### src/rtl/ksa_pkg.sv
// Shared constants and types for the pipelined Kogge-Stone subtractor.
package ksa_pkg;

  localparam int KSA_WIDTH = 24;
  localparam int KSA_LO_W  = 12;

  typedef logic [KSA_WIDTH-1:0] ksa_word_t;

  typedef struct packed {
    ksa_word_t d;
    logic      borrow;
    logic      zero;
  } ksa_sub_res_t;

endpackage

### src/rtl/ksa_prefix_slice.sv
// Parameterised-width Kogge-Stone carry network: sum = a + b_inv + cin, with carry-out.
module ksa_prefix_slice #(
  parameter int W = 12
) (
  input  logic [W-1:0] a,
  input  logic [W-1:0] b_inv,
  input  logic         cin,
  output logic [W-1:0] sum,
  output logic         cout
);

  localparam int LVLS = $clog2(W);

  always_comb begin
    logic [W-1:0] p0;
    logic [W-1:0] g;
    logic [W-1:0] p;
    logic [W-1:0] gn;
    logic [W-1:0] pn;
    p0 = a ^ b_inv;
    g  = a & b_inv;
    p  = p0;
    // Fold the carry-in into bit 0 so every prefix g[i] is the carry into bit i+1.
    g[0] = g[0] | (p0[0] & cin);
    for (int k = 0; k < LVLS; k++) begin
      gn = g;
      pn = p;
      for (int i = (1 << k); i < W; i++) begin
        gn[i] = g[i] | (p[i] & g[i-(1<<k)]);
        pn[i] = p[i] & p[i-(1<<k)];
      end
      g = gn;
      p = pn;
    end
    sum  = p0 ^ {g[W-2:0], cin};
    cout = g[W-1];
  end

endmodule

### src/rtl/ksa_sub_pipe.sv
// Two-stage 24-bit Kogge-Stone subtractor D = A - B - bin, split at LO_W,
// with a valid/ready skid-free pipeline sustaining one beat per cycle.
module ksa_sub_pipe
  import ksa_pkg::*;
#(
  parameter int WIDTH = KSA_WIDTH,
  parameter int LO_W  = WIDTH / 2
) (
  input  logic             clock,
  input  logic             reset,
  input  logic             i_valid,
  output logic             o_ready,
  input  logic [WIDTH-1:0] i_a,
  input  logic [WIDTH-1:0] i_b,
  input  logic             i_bin,
  output logic             o_valid,
  input  logic             i_ready,
  output logic [WIDTH-1:0] o_d,
  output logic             o_borrow,
  output logic             o_zero
);

  localparam int HI_W = WIDTH - LO_W;

  // Handshake: a beat transfers on a clock edge where valid & ready are both high.
  // o_ready depends only on pipeline occupancy and i_ready, never on i_valid.
  logic adv1;
  logic adv2;

  logic              s1_valid_q, s1_valid_d;
  logic [LO_W-1:0]   d_lo_q, d_lo_d;
  logic              b_lo_q, b_lo_d;
  logic              z_lo_q, z_lo_d;
  logic [HI_W-1:0]   a_hi_q, a_hi_d;
  logic [HI_W-1:0]   b_hi_q, b_hi_d;

  logic              s2_valid_q, s2_valid_d;
  ksa_sub_res_t      res_q, res_d;

  logic [LO_W-1:0]   sum_lo;
  logic              cout_lo;
  logic [HI_W-1:0]   sum_hi;
  logic              cout_hi;

  assign adv2    = !s2_valid_q | i_ready;
  assign adv1    = !s1_valid_q | adv2;
  assign o_ready = adv1;

  ksa_prefix_slice #(.W(LO_W)) u_lo (
    .a     (i_a[LO_W-1:0]),
    .b_inv (~i_b[LO_W-1:0]),
    .cin   (~i_bin),
    .sum   (sum_lo),
    .cout  (cout_lo)
  );

  // Upper slice: the stored low-slice borrow becomes an inverted carry-in.
  ksa_prefix_slice #(.W(HI_W)) u_hi (
    .a     (a_hi_q),
    .b_inv (~b_hi_q),
    .cin   (~b_lo_q),
    .sum   (sum_hi),
    .cout  (cout_hi)
  );

  always_comb begin
    s1_valid_d = adv1 ? i_valid : s1_valid_q;
    d_lo_d     = d_lo_q;
    b_lo_d     = b_lo_q;
    z_lo_d     = z_lo_q;
    a_hi_d     = a_hi_q;
    b_hi_d     = b_hi_q;
    if (adv1 && i_valid) begin
      d_lo_d = sum_lo;
      b_lo_d = ~cout_lo;
      z_lo_d = (sum_lo == '0);
      a_hi_d = i_a[WIDTH-1:LO_W];
      b_hi_d = i_b[WIDTH-1:LO_W];
    end
  end

  always_comb begin
    s2_valid_d = adv2 ? s1_valid_q : s2_valid_q;
    res_d      = res_q;
    if (adv2 && s1_valid_q) begin
      res_d.d      = {sum_hi, d_lo_q};
      res_d.borrow = ~cout_hi;
      res_d.zero   = z_lo_q & (sum_hi == '0);
    end
  end

  always_ff @(posedge clock) begin
    if (reset) begin
      s1_valid_q <= 1'b0;
      s2_valid_q <= 1'b0;
      res_q      <= '0;
    end else begin
      s1_valid_q <= s1_valid_d;
      s2_valid_q <= s2_valid_d;
      res_q      <= res_d;
    end
  end

  // Stage-1 payload carries no reset; it is qualified by s1_valid_q.
  always_ff @(posedge clock) begin
    d_lo_q <= d_lo_d;
    b_lo_q <= b_lo_d;
    z_lo_q <= z_lo_d;
    a_hi_q <= a_hi_d;
    b_hi_q <= b_hi_d;
  end

  assign o_valid  = s2_valid_q;
  assign o_d      = res_q.d;
  assign o_borrow = res_q.borrow;
  assign o_zero   = res_q.zero;

endmodule

### config.mk
export PLATFORM = sky130hd
export DESIGN_NAME = ksa_sub_pipe
export DESIGN_NICKNAME = d
export VERILOG_FILES = /design/src/rtl/ksa_pkg.sv /design/src/rtl/ksa_prefix_slice.sv /design/src/rtl/ksa_sub_pipe.sv
export SDC_FILE = /design/constraint.sdc
export NUM_CORES = 1
export LEC_CHECK = 0
export CAP_MARGIN = 15
export CORE_UTILIZATION = 55
export DETAILED_ROUTE_END_ITERATION = 10
export DONT_BUFFER_PORTS = 1
export PLACE_DENSITY = 0.73
export SYNTH_ARGS = -nofsm -noshare
export SYNTH_HDL_FRONTEND = slang
export SYNTH_SLANG_ARGS = --single-unit
### constraint.sdc
create_clock -name clock -period 2.6 [get_ports clock]
set_input_delay 0.52 -clock clock [delete_from_list [all_inputs] [get_ports clock]]
set_output_delay 0.52 -clock clock [all_outputs]
set_load 0.05 [all_outputs]
==> run metrics <==
endpoints failing setup 1; Inst Count DP 418; largest family of logic cells by synthesized area compound AO/OA/AOI/OAI gates; Hold Path Cell Cnt 1; Synth Warn # 0; post-CTS setup buffer count 0; row count 28; final hold vios 0; Seq/Total Area, Yosys 0.492; Worst-path clk slew 0.08 ns; Simple-Gate Fraction of Synth Area 0.147; maximum clock frequency 383 MHz; Final Critical Period 2.61 ns; routed len/inst 15.3 microns; H-tree depth 3; Synth Flop Type edfxtp_1; TNS Setup -0.0128 ns; XOR/XNOR share of the synthesized area 0.0355; unrepaired setup endpoints after global routing true; first-pass GRT wire length 10,500 microns; # clock sinks 66; Non-Filler Instances 434; Setup Skew between 0.01 and 0.015 ns; final worst slack -0.0128 ns; Peak VDD IR between 0.5 and 0.6 mV; outcome finished with violations; # nets final 433; Synth Instances 339; min-delay src reset; root buffer cell clkbuf_8; drt total wl 6660 microns; startpoint types flop; Max Root-Sink Buffers 2; Inserted Clock Buffers 9; vias in the first global route 2,394; CTS tree built; max_cap viols 0; multiplexer share of the synthesized area 0.00326; Core ar. 5990 sq um; area grow syn2layout 10.6%; gp weighted congestion 0.898; WP data required between 2 and 3 ns; Synth Area in Adders 0.103; Port Buffer Count 0; hold bufs inserted after CTS 0; Synth top area share 0.330; Pins Over Slew Limit 0; Critical R2R Capture o_zero; Netlist cell types 49; Total Routing Usage GR 0.212; Avg Inst Size Synth just over 10 sq um; Post-synth EDFFs 38; hpwl dp 4860 microns; crit path from b_lo_q; Critical Path Fanout Max 2; Ant. Diodes 0; full die area 6610 sq um; GR Overflow Total 0; final instance area 3820 sq um; Hold WC Path Type in -> reg; largest net degree at the start of global routing 39; CP Capture Type flop; reg2reg start b_lo_q; clk_lat worst skew 0.34 ns; fraction of registers with async set or reset after synthesis 0; worst slew pin tran 0.662 ns; fillers 493; Initial Util 0.577; post-synthesis compound-gate area fraction 0.170; cell leakage power approximately 1.5 nW; chip height just over 80 microns; WP data arrival 2.88 ns; post-synthesis cell area 3460 sq um; post-synth top area cell edfxtp_1; critical path class reg -> reg; Hold Path End o_d[7]; Relative slew margins 0.557; placed cell areas roughly 3600 sq um; Tcrit/Tclk final 1.00; share of cells above drive strength 1 0.125; Synth Register Bits 66; Ports 81; final hold slack 0.244 ns; 1st-pass router iterations 4; R2R depth 9; vias per std cell 5.73; R2R Setup Slk -0.01 ns; Synth top cells by count nand2_1 (45), edfxtp_1 (38), a21oi_1 (35), inv_1 (35), dfxtp_1 (28); via count 2,485; most common cell in the netlist nand2_1; PD cells 662 nW/um^2; die width 81.3 microns; initial antenna violation count 0; Initial DRC Count 91; syn nets 418; drt drc 0; violated checks negative setup slack; top post-synthesis cells by area edfxtp_1 (33%), dfxtp_1 (16%), ha_1 (8.0%); Routed Antenna Nets 0
stage by stage:
stage                     setup slack (ns)  utilization  power, mW
final                              -0.0128        0.638       2.53
after CTS                          -0.0431        0.634       2.54
after global routing               -0.0924        0.638       2.65
after global placement              -0.219        0.604       1.78
after floorplan                     -0.150            -       1.69
after detailed placement            -0.335        0.604       1.80
worst max path at each step:
stage / end / slack [ns] / depth (start not counted)
floorplan: z_lo_q / -0.15 / 10
global placement: z_lo_q / -0.22 / 10
detailed placement: z_lo_q / -0.33 / 10
CTS: o_zero / -0.04 / 9
global route: o_zero / -0.09 / 9
finish: o_zero / -0.01 / 9
timing repair:
action	CTS	global route
pin swaps	3	4
cloned	0	0
setup endpoints to repair	1	4
gates resized for setup	4	5
layout by cell type, fill, tap and decap left out, drive strengths merged, types with 7 or more instances in the layout:
master,count
buf,13
inv,35
nand2,45
nor2,15
edfxtp,38
clkbuf,9
a21oi,37
nand3,8
ha,22
xnor2,8
o21ai,7
dfxtp,28
metal layers:
layer	global-route usage	vias to the layer above	part of all wire
met1	0.248	1161	0.46
met4	0.0607	0	0.011
met2	0.368	74	0.48
met5	0	-	0
met3	0.0674	8	0.055
li1	-	1242	-
power by group:
part	switching [mW]	leakage, nW	internal (mW)
Clock	0.401	0.0826	0.342
Combinational	0.268	0.849	0.197
Sequential	0.128	0.600	1.20
Total	0.798	1.53	1.74
cell type report:
class	instances	area, sq um	area share
clock inverter	7	46.3	0.0121
clock buffer	9	124	0.0324
tap	75	93.8	0.0245
timing repair buffer	13	97.6	0.0255
multi-input combinational	228	1630	0.425
inverter	36	135	0.0353
sequential	66	1700	0.445
cell families after synthesis:
| family | Yosys count |
|---|---|
| compound gates | 84 |
| buf+inv | 45 |
| flops | 66 |
| simple gates | 103 |
| fa+ha+maj | 26 |
| xor+xnor | 14 |
| mux | 1 |
registers in the layout (all words and copies together) (netlist names):
name and flops:
s1_valid_q 1, o_zero 1, z_lo_q 1, o_borrow 1, o_valid 1, d_lo_q 12
b_hi_q 12, a_hi_q 12, b_lo_q 1, o_d 24
critical path, stage by stage, from the launching register on:
cell and delay, ns:
edfxtp_1 0.34, inv_2 0.04, fa_2 0.39, fa_1 0.47, or4b_4 0.50, nor4b_2 0.21
o21ai_1 0.11, nor4_1 0.22, nand4_1 0.13, o21ai_1 0.13
Note: power is estimated with default switching activity, not from simulation.
